<file path="config.mk">
export PLATFORM = sky130hd
export DESIGN_NAME = axis_tg
export DESIGN_NICKNAME = d
export VERILOG_FILES = /design/src/rtl/axis_tg_pkg.sv /design/src/rtl/axis_tg_queue.sv /design/src/rtl/axis_tg.sv
export SDC_FILE = /design/constraint.sdc
export NUM_CORES = 2
export LEC_CHECK = 0
export ABC_AREA = 1
export CAP_MARGIN = 10
export CORE_MARGIN = 5
export CORE_UTILIZATION = 45
export CTS_BUF_LIST = sky130_fd_sc_hd__clkbuf_8
export CTS_CLUSTER_DIAMETER = 30
export DETAILED_ROUTE_END_ITERATION = 16
export PLACE_DENSITY_LB_ADDON = 0.3
export REMOVE_ABC_BUFFERS = 1
export SYNTH_ARGS = -nofsm -noshare
export SYNTH_HDL_FRONTEND = slang
export SYNTH_SLANG_ARGS = --single-unit
</file>
<file path="constraint.sdc">
create_clock -name clk -period 47.9 [get_ports clk]
set_input_delay 7.185 -clock clk [delete_from_list [all_inputs] [get_ports clk]]
set_output_delay 7.185 -clock clk [all_outputs]
set_load 0.02 [all_outputs]
</file>
<file path="src/rtl/axis_tg_pkg.sv">
// Shared types and helpers for the axis_tg traffic generator.
// Holds the LFSR constants and step function, the FSM state type and the
// default source-queue entry layout.
package axis_tg_pkg;

  localparam int unsigned LfsrWidth = 32;
  localparam logic [LfsrWidth-1:0] LfsrTaps = 32'h8020_0003;

  typedef enum logic [1:0] {
    StIdle,
    StRun,
    StDrain,
    StDone
  } tg_state_e;

  // Entry layout for the default configuration (16 routers, 64-bit flits).
  typedef struct packed {
    logic [3:0]  dest;
    logic [31:0] ts;
    logic [31:0] seq;
  } tg_entry_t;

  // One step of a right-shifting Galois LFSR.
  function automatic logic [LfsrWidth-1:0] lfsr_next(input logic [LfsrWidth-1:0] cur);
    lfsr_next = {1'b0, cur[LfsrWidth-1:1]} ^ (cur[0] ? LfsrTaps : '0);
  endfunction

endpackage

</file>
<file path="src/rtl/axis_tg_queue.sv">
// First-word-fall-through source queue for axis_tg.
// The head entry is visible whenever the queue is non-empty; a pop on a full
// queue frees a slot in the same cycle so a simultaneous push is accepted.
module axis_tg_queue
  import axis_tg_pkg::*;
#(
  parameter int unsigned Depth = 16,
  parameter type entry_t = tg_entry_t
) (
  input  logic                   clk,
  input  logic                   rst,
  input  logic                   push,
  input  entry_t                 push_data,
  input  logic                   pop,
  output entry_t                 head,
  output logic                   empty,
  output logic                   full,
  output logic [$clog2(Depth):0] count
);

  localparam int unsigned PtrW = $clog2(Depth);

  entry_t            mem [Depth];
  logic [PtrW-1:0]   wptr_q;
  logic [PtrW-1:0]   rptr_q;
  logic [PtrW:0]     count_q;
  logic              do_push;
  logic              do_pop;

  assign empty   = (count_q == '0);
  assign full    = (count_q == (PtrW+1)'(Depth));
  assign count   = count_q;
  assign do_pop  = pop && !empty;
  assign do_push = push && (!full || do_pop);
  assign head    = mem[rptr_q];

  // Pointer and occupancy bookkeeping.
  always_ff @(posedge clk or posedge rst) begin
    if (rst) begin
      wptr_q  <= '0;
      rptr_q  <= '0;
      count_q <= '0;
    end else begin
      if (do_push) wptr_q <= wptr_q + PtrW'(1);
      if (do_pop)  rptr_q <= rptr_q + PtrW'(1);
      case ({do_push, do_pop})
        2'b10:   count_q <= count_q + (PtrW+1)'(1);
        2'b01:   count_q <= count_q - (PtrW+1)'(1);
        default: count_q <= count_q;
      endcase
    end
  end

  // Storage write; contents are don't-care while the queue is empty.
  always_ff @(posedge clk) begin
    if (do_push) mem[wptr_q] <= push_data;
  end

endmodule

</file>
<file path="src/rtl/axis_tg.sv">
// AXI-Stream traffic generator: injects single-flit packets at a programmable
// offered load towards uniformly random destinations. Each flit carries
// {generation ticks, per-destination sequence number}.
// Optional feature macro: AXIS_TG_DROP_COUNT_EN adds the dropped_packets output.
module axis_tg
  import axis_tg_pkg::*;
#(
  parameter logic [31:0] SEED        = 32'd1,
  parameter int unsigned COUNT_WIDTH = 32,
  parameter int unsigned TID         = 0,
  parameter int unsigned TDATA_WIDTH = 64,
  parameter int unsigned TDEST_WIDTH = 4,
  parameter int unsigned TID_WIDTH   = 4,
  parameter int unsigned NUM_ROUTERS = 16,
  parameter int unsigned QUEUE_DEPTH = 16
) (
  input  logic                     clk,
  input  logic                     rst,
  input  logic [15:0]              load,
  input  logic [COUNT_WIDTH-1:0]   num_packets,
  input  logic                     start,
  input  logic [TDATA_WIDTH/2-1:0] ticks,
  output logic                     done,
  output logic [COUNT_WIDTH-1:0]   sent_packets [NUM_ROUTERS],
  output logic [COUNT_WIDTH-1:0]   total_sent_packets,
`ifdef AXIS_TG_DROP_COUNT_EN
  output logic [COUNT_WIDTH-1:0]   dropped_packets,
`endif
  output logic                     axis_out_tvalid,
  input  logic                     axis_out_tready,
  output logic [TDATA_WIDTH-1:0]   axis_out_tdata,
  output logic                     axis_out_tlast,
  output logic [TID_WIDTH-1:0]     axis_out_tid,
  output logic [TDEST_WIDTH-1:0]   axis_out_tdest
);

  localparam int unsigned HalfW      = TDATA_WIDTH / 2;
  localparam int unsigned RouterBits = (NUM_ROUTERS > 1) ? $clog2(NUM_ROUTERS) : 1;
  localparam int unsigned QCntW      = $clog2(QUEUE_DEPTH) + 1;
  // An all-zero LFSR would lock up.
  localparam logic [LfsrWidth-1:0] SeedInit = (SEED == '0) ? 32'd1 : SEED;

  typedef struct packed {
    logic [RouterBits-1:0] dest;
    logic [HalfW-1:0]      ts;
    logic [HalfW-1:0]      seq;
  } entry_t;

  tg_state_e              state_q, state_d;
  logic                   run, latch;
  logic [LfsrWidth-1:0]   lfsr_q;
  logic [COUNT_WIDTH-1:0] target_q;
  logic [COUNT_WIDTH-1:0] gen_total_q;
  logic [HalfW-1:0]       seq_cnt_q [NUM_ROUTERS];
  logic [COUNT_WIDTH-1:0] sent_q [NUM_ROUTERS];
  logic [COUNT_WIDTH-1:0] total_q;

  logic [RouterBits-1:0]  draw_dest;
  logic                   inject_evt, enq, deq;
  entry_t                 push_entry, head;
  logic                   q_empty, q_full;
  logic [QCntW-1:0]       q_count;

  assign draw_dest  = (NUM_ROUTERS > 1) ? lfsr_q[16 +: RouterBits] : '0;
  assign inject_evt = run && (gen_total_q != target_q) && (lfsr_q[15:0] < load);
  assign deq        = axis_out_tvalid && axis_out_tready;
  assign enq        = inject_evt && (!q_full || deq);

  // State register.
  always_ff @(posedge clk or posedge rst) begin
    if (rst) state_q <= StIdle;
    else     state_q <= state_d;
  end

  // Next-state logic; DRAIN finishes on the cycle its last entry leaves.
  always_comb begin
    state_d = state_q;
    unique case (state_q)
      StIdle:  if (start) state_d = StRun;
      StRun:   if (gen_total_q == target_q) state_d = StDrain;
      StDrain: if (q_empty || (q_count == QCntW'(1) && deq)) state_d = StDone;
      StDone:  state_d = StDone;
      default: state_d = StIdle;
    endcase
  end

  // FSM-decoded controls.
  always_comb begin
    run   = (state_q == StRun);
    done  = (state_q == StDone);
    latch = (state_q == StIdle) && start;
  end

  // LFSR advances only while generating.
  always_ff @(posedge clk or posedge rst) begin
    if (rst)      lfsr_q <= SeedInit;
    else if (run) lfsr_q <= lfsr_next(lfsr_q);
  end

  // Run target and count of successfully enqueued packets.
  always_ff @(posedge clk or posedge rst) begin
    if (rst) begin
      target_q    <= '0;
      gen_total_q <= '0;
    end else if (latch) begin
      target_q    <= num_packets;
      gen_total_q <= '0;
    end else if (enq) begin
      gen_total_q <= gen_total_q + COUNT_WIDTH'(1);
    end
  end

  // Per-destination sequence numbers advance only on accepted injections.
  always_ff @(posedge clk or posedge rst) begin
    if (rst) begin
      for (int i = 0; i < NUM_ROUTERS; i++) seq_cnt_q[i] <= '0;
    end else if (enq) begin
      seq_cnt_q[draw_dest] <= seq_cnt_q[draw_dest] + HalfW'(1);
    end
  end

  // Build the entry for the current inject decision.
  always_comb begin
    push_entry      = '0;
    push_entry.dest = draw_dest;
    push_entry.ts   = ticks;
    push_entry.seq  = seq_cnt_q[draw_dest];
  end

  axis_tg_queue #(
    .Depth   (QUEUE_DEPTH),
    .entry_t (entry_t)
  ) u_queue (
    .clk       (clk),
    .rst       (rst),
    .push      (enq),
    .push_data (push_entry),
    .pop       (deq),
    .head      (head),
    .empty     (q_empty),
    .full      (q_full),
    .count     (q_count)
  );

  // Handshake counters.
  always_ff @(posedge clk or posedge rst) begin
    if (rst) begin
      for (int i = 0; i < NUM_ROUTERS; i++) sent_q[i] <= '0;
      total_q <= '0;
    end else if (deq) begin
      sent_q[head.dest] <= sent_q[head.dest] + COUNT_WIDTH'(1);
      total_q           <= total_q + COUNT_WIDTH'(1);
    end
  end

`ifdef AXIS_TG_DROP_COUNT_EN
  logic [COUNT_WIDTH-1:0] dropped_q;

  // Inject events lost to a full queue.
  always_ff @(posedge clk or posedge rst) begin
    if (rst)                     dropped_q <= '0;
    else if (inject_evt && !enq) dropped_q <= dropped_q + COUNT_WIDTH'(1);
  end

  assign dropped_packets = dropped_q;
`endif

  assign sent_packets       = sent_q;
  assign total_sent_packets = total_q;

  // Payload is forced to zero while nothing is offered.
  assign axis_out_tvalid = !q_empty;
  assign axis_out_tdata  = axis_out_tvalid ? {head.ts, head.seq} : '0;
  assign axis_out_tdest  = axis_out_tvalid ? TDEST_WIDTH'(head.dest) : '0;
  assign axis_out_tlast  = axis_out_tvalid;
  assign axis_out_tid    = TID_WIDTH'(TID);

endmodule

</file>
---- Yosys cells after proc, flatten, opt, wreduce, memory -nomap -nowiden ----
Memory sizes are Yosys's and may differ from the RTL's.
Index checks and enable logic that the tools add are counted.
word-level totals
  flip-flop bits (word level) ............. 1167
  bits in latches ......................... 0
  memory bits (writable) .................. 1088
  ROM bits ................................ 0
  output and inout bits ................... 619
  logic and storage cells ................. 113
  memories kept ........................... 1
memory list
  memory       depth  width  read ports  clocked after memory_dff  write ports  line                 RTL
  u_queue.mem  16     68     1           0                         1            axis_tg_queue.sv:23  entry_t mem [Depth];
cells by class
  $add $sub $neg .......................... 8
  multiply operators ...................... 0
  div/mod/pow operators ................... 0
  $lt $le $gt $ge ......................... 5
  equal/unequal tests ..................... 12
  shift-type cells ........................ 0
  muxes and demuxes ....................... 24
  bitwise operators ....................... 3
  reductions and logical operators ........ 20
operators by type and width
  kind                                                         number
  bitwise mux 512 bit                                          2
  2-to-1 mux 32 bit                                            9
  binary-select mux 32 bit (select 4 bit)                      2
  demux 32 bit (select 4 bit)                                  2
  adder 32 x 1 -> 32 bit (second input constant)               4
  2-to-1 mux 64 bit                                            1
  == test 32 bit                                               1
  inequality test 32 bit                                       1
  XOR 31 x 32 -> 32 bit                                        1
  less-than comparator 16 bit                                  1
  >= comparator 5 bit (second input constant)                  2
  logical AND 1 bit                                            10
  less-than comparator 5 x 1 -> 1 bit (second input constant)  2
  inverter 4 -> 5 bit                                          2
  one-hot mux 5 bit (2 select lines)                           1
  adder 4 x 1 -> 4 bit (second input constant)                 2
  one-hot mux 2 bit (4 select lines)                           1
  == test 2 bit (second input constant)                        3
  2-to-1 mux 2 bit                                             3
  adder 5 x 1 -> 5 bit (second input constant)                 1
  == test 5 x 1 -> 1 bit (second input constant)               1
  == test 5 bit (second input constant)                        1
  logical NOT 5 bit                                            1
  subtractor 5 x 1 -> 5 bit (second input constant)            1
  10 further kinds                                             17

---- Longest topological paths before layout ----
  depth in word-level cells ............... 8
  mapped depth ............................ 27
  depth with buffers taken out ............ 24

---- Hierarchy ----
A second synthesis with hierarchy kept.
unflattened totals
  cells, all modules ...................... 11540
  area, all modules ....................... 102029.1 um^2
by module, submodules not included
  module         instances  cells an instance  area an instance (um^2)  sequential area each (um^2)
  axis_tg        1          8280               58632.5                  28878.9
  axis_tg_queue  1          3260               43396.6                  32996.6

---- Worst setup path before layout ----
OpenSTA, ideal clock, no wires.
  path kind ............................... input-to-reg
  start point ............................. input port load[1]
  end point ............................... memory u_queue.mem[0][0] in the netlist's numbering (enable)
  setup time .............................. 0.495 ns
  data arrival time ....................... 11.838 ns
  required time ........................... 47.405 ns
  setup slack ............................. 35.568 ns
  cell stages on the path ................. 14
  path buffers ............................ 2
  cell sequence ........................... inv_1 ha_1 a21boi_0 o211ai_1 a21oi_1 o21ai_0 o211ai_1 nand4_1 nand2_1 clkbuf_1 clkinv_1 clkbuf_1 nand2_1 nor2_1
on the way
  cells in the longest elaborated chain, start to end .. 6
ends and longest elaborated chain
  what                                    line                 RTL
  from (decl)                             axis_tg.sv:19        input logic [15:0] load,
  less-than comparator 16 bit             axis_tg.sv:65        assign inject_evt = run && (gen_total_q != target_q) && (lfsr_q[15:0] < load);
  logical AND 1 bit                       axis_tg.sv:65
  logical AND 1 bit                       axis_tg.sv:67        assign enq = inject_evt && (!q_full || deq);
  logical AND 1 bit                       axis_tg_queue.sv:34  assign do_push = push && (!full || do_pop);
  2-to-1 mux 1 bit                        axis_tg_queue.sv:56  if (do_push) mem[wptr_q] <= push_data;
  2-to-1 mux 1 bit (not written as such)  axis_tg_queue.sv:56
  to (decl)                               axis_tg_queue.sv:23
Every way passes these cells.

---- Worst setup path after layout ----
  start point ............................. register u_queue.rptr_q[2]
  end point ............................... output port axis_out_tdest[0]
on the way
  cells in the longest elaborated chain, start to end .. 2
ends and longest elaborated chain
  what                    line                 RTL
  from (decl)             axis_tg_queue.sv:25  logic [PtrW-1:0] rptr_q;
  from (signal assigned)  axis_tg_queue.sv:45  if (do_pop) rptr_q <= rptr_q + PtrW'(1);
  memory (16 x 68 bit)    -
  2-to-1 mux 4 bit        axis_tg.sv:174       assign axis_out_tdest = axis_out_tvalid ? TDEST_WIDTH'(head.dest) : '0;
  to (decl)               axis_tg.sv:34        output logic [TDEST_WIDTH-1:0] axis_out_tdest
Every way passes these cells.

==> results.py <==
metrics = {
    "synth": {
        "synth_xor_area_frac": 0.00955,
        "ys_warn_count": 0,
        "seq_area_frac_synth": 0.622,
        "synthArstFlopShare": 0.518,
        "synth.distinct_cells": 51,
        "syn_area_um2": 99500,
        "synth_top_family_by_area": "simple AND/OR/NAND/NOR gates",
        "netlist_instances": 10502,
        "yosys-mux-area-fraction": 0,
        "synth-edff-count": 1088,
        "synthAdderAreaFrac": 0.00365,
        "synth.area.top_cells": "edfxtp_1 (33%), dfrtp_1 (29%), nand2_1 (12%)",
        "yosysMostFrequentCell": "nand2_1",
        "synth_compound_area_frac": 0.108,
        "synth_area_leader_cell": "edfxtp_1",
        "ys.flop_type": "dfrtp_1",
        "synthDominantCellAreaShare": 0.328,
        "synth_area_per_cell_um2": 9.47,
        "synth_commonest_cells": "nand2_1 (3,282), o21ai_0 (1,246), dfrtp_1 (1,166), edfxtp_1 (1,088), nor2_1 (731)",
        "synth-seq-cells": 2255,
        "synthSimpleGateAreaFrac": 0.206,
    },
    "pwr": {
        "power_mw": 8.89,
        "seqPwrFrac": 0.284,
        "max-vdd-ir-drop_uv": 87.8,
        "switching_share": 0.463,
        "power_frac_clock": 0.244,
        "p_sw_mw": 4.12,
        "power.internal_mw": 4.78,
        "p_per_area_nw_per_um2": 74.8,
        "combPwrFrac": 0.473,
        "total_leakage_power_nw": 49.7,
    },
    "cells_and_area": {
        "final_nets": 11218,
        "multi_input_area_um2": 32900,
        "drive_gt1_frac": 0.0880,
        "fill_cells": 19160,
        "area_growth_pct": 19.5,
        "stdcell_area_um2": 119000,
        "ff_latch_area_um2": 61900,
    },
    "clock_network": {
        "clock_latency_ps": 1130,
        "cts_tree": "done",
        "cts_num_sinks": 2255,
        "cts_root_buffer": "clkbuf_8",
        "cts_buffers": 469,
        "cts_resized": 0,
        "cts.htree.levels": 5,
        "hold_buffers": 0,
        "cts.clk_slew.worst_paths_ps": 60,
        "post_cts_buffers": 0,
        "clockBufferDepth": 4,
    },
    "routing": {
        "wl_per_cell_um": 23.5,
        "vias": 82267,
        "dr.pass1.iters": 7,
        "drtIter0Drc": 9801,
        "vias_per_cell": 5.70,
        "drt_wl_total_um": 339000,
        "ant_nets": 0,
        "drc": 0,
    },
    "die": {
        "coreArea_um2": 220000,
        "die_w_um": 480,
        "io_pins": 703,
        "die_h_um": 480,
        "start_util": 0.453,
        "rows": 172,
        "dieArea_um2": 231000,
    },
    "setup_path": {
        "slowest_stage": "dfrtp_4",
        "cp_top_family": "buffers and inverters",
        "crit_chain": "clkinv_2 -> buf_4 -> nand3_1 -> nand3_4 -> nand2_8 -> inv_2 -> nor2_1 -> clkdlybuf4s50_1",
        "critPathKind": "reg -> out",
        "cpPeakStageDelay_ps": 1000,
        "crit_required_ps": 40720,
        "path_buf_inv": 4,
        "cp-start-kind": "register",
        "crit_fanout": 95,
        "arrival_ps": 6670,
        "endpoint_kind": "primary output",
    },
    "hold_path": {
        "hp-class": "reg -> reg",
    },
    "sta": {
        "timing.final.crit_period_ps": 13850,
        "drv_slew": 0,
        "setup-violations-final": 0,
        "max_freq_ghz": 0.0722,
        "rsz0062_at_grt": "no",
        "finalSetupTns_ps": 0,
        "hold_ws_ps": 469,
        "finalCritPeriodShare": 0.289,
        "hold_viol": 0,
        "finalClockSkew_ps": 155,
        "slew_headroom": 0.158,
        "worst_pin_slew_ps": 1260,
    },
    "place": {
        "dp_hpwl_um": 204000,
        "gp_congestion": 0.961,
        "placed_area_um2": 109000,
        "io_buffers": 698,
    },
    "global_route": {
        "grt_max_degree": 172,
        "grt_pass1_wl_um": 505000,
        "first_global_vias": 79333,
        "overflow": 0,
        "antenna_found_initial": 12,
        "grtUsageTotal": 0.286,
    },
    "status": {
        "status": "completed",
    },
    "job": {
        "maxCapViolations": 0,
    },
}
==> cell usage in the layout (no fill, tap or decap), types with 84 or more instances in the layout <==
master and n:
dfrtp_1 1160, nand3b_1 159, nand3_1 620, inv_1 594
nor2_1 692, o21ai_0 1246, nand2_1 3265, a22oi_1 114
clkbuf_8 530, o22ai_1 102, edfxtp_1 1088, a21oi_1 84
buf_4 138, o221ai_1 179, clkdlybuf4s50_1 698
==> logic make-up (layout without fill, tap and decap cells) <==
group | Yosys count | count (layout)
compound gates | 1882 | 1882
xor+xnor | 105 | 105
fa+ha+maj | 29 | 29
buf+inv | 1260 | 2220
flops | 2255 | 2255
other cells | 1 | 12
simple gates | 4970 | 4970
==> registers in the layout, indices dropped and copies added, names as in the netlist <==
signal and flops:
seq_cnt_q 512, lfsr_q 32, target_q 32, total_sent_packets 32
gen_total_q 32, u_queue.mem 1088, sent_packets 512, u_queue.rptr_q 4
u_queue.wptr_q 4, state_q 2, u_queue.count 5
==> worst reg2reg max path, delay by kind of cell, from the launching register on <==
| family | cells | cell delay (ps) |
|---|---|---|
| buf+inv | 3 | 2280 |
| fa+ha+maj | 1 | 460 |
| flops | 1 | 1000 |
| simple gates | 14 | 4750 |
| compound gates | 2 | 460 |
==> per-layer routing <==
layer	GRT usage	wire length, um	up-vias
li1	-	-	36657
met1	0.385	133000	39828
met2	0.423	147000	4802
met3	0.0779	38600	976
met4	0.154	20200	4
met5	0	27	-
==> cell type report <==
class | count | area share
diodes | 8 | 0.000168
clock buffers | 530 | 0.0614
clock inverters | 301 | 0.0238
inverters | 546 | 0.0175
multi-input cells | 6990 | 0.277
flip-flops and latches | 2255 | 0.521
well taps | 2958 | 0.0311
repair buffers | 843 | 0.0686
==> power groups by stage <==
| stage | Sequential, mW | Combinational (mW) | Clock (mW) |
|---|---|---|---|
| finish | 2.52 | 4.20 | 2.17 |
| global route | 2.55 | 4.48 | 2.29 |
| CTS | 2.52 | 4.09 | 2.19 |
| detailed placement | 2.55 | 4.08 | 0 |
| global placement | 2.54 | 4.03 | 0 |
| floorplan | 2.74 | 2.09 | 0 |
==> final timing paths <==
check	endpoint	slack [ps]	cells past startpoint	startpoint
setup / recovery	axis_out_tdest[0]	34050	8	u_queue.rptr_q[2]$_DFFE_PP0P_
max in group asynchronous	sent_packets[418]$_DFFE_PP0P_	37800	5	rst
hold / removal	total_sent_packets[31]$_DFFE_PP0P_	470	1	total_sent_packets[31]$_DFFE_PP0P_
setup reg to reg	sent_packets[306]$_DFFE_PP0P_	38810	20	u_queue.rptr_q[2]$_DFFE_PP0P_
hold reg to reg	total_sent_packets[31]$_DFFE_PP0P_	470	1	total_sent_packets[31]$_DFFE_PP0P_
min in group asynchronous	seq_cnt_q[29]$_DFFE_PP0P_	6730	2	rst
==> metrics by stage <==
stage,utilization,instances,setup WS [ps]
6_report,0.541,14431,34050
5_1_grt,0.541,14427,33810
4_1_cts,0.541,14420,34190
3_5_place_dp,0.495,13589,35460
3_3_place_gp,0.495,13589,35550
2_1_floorplan,-,9791,7850
(Power assumes the default switching activity.)
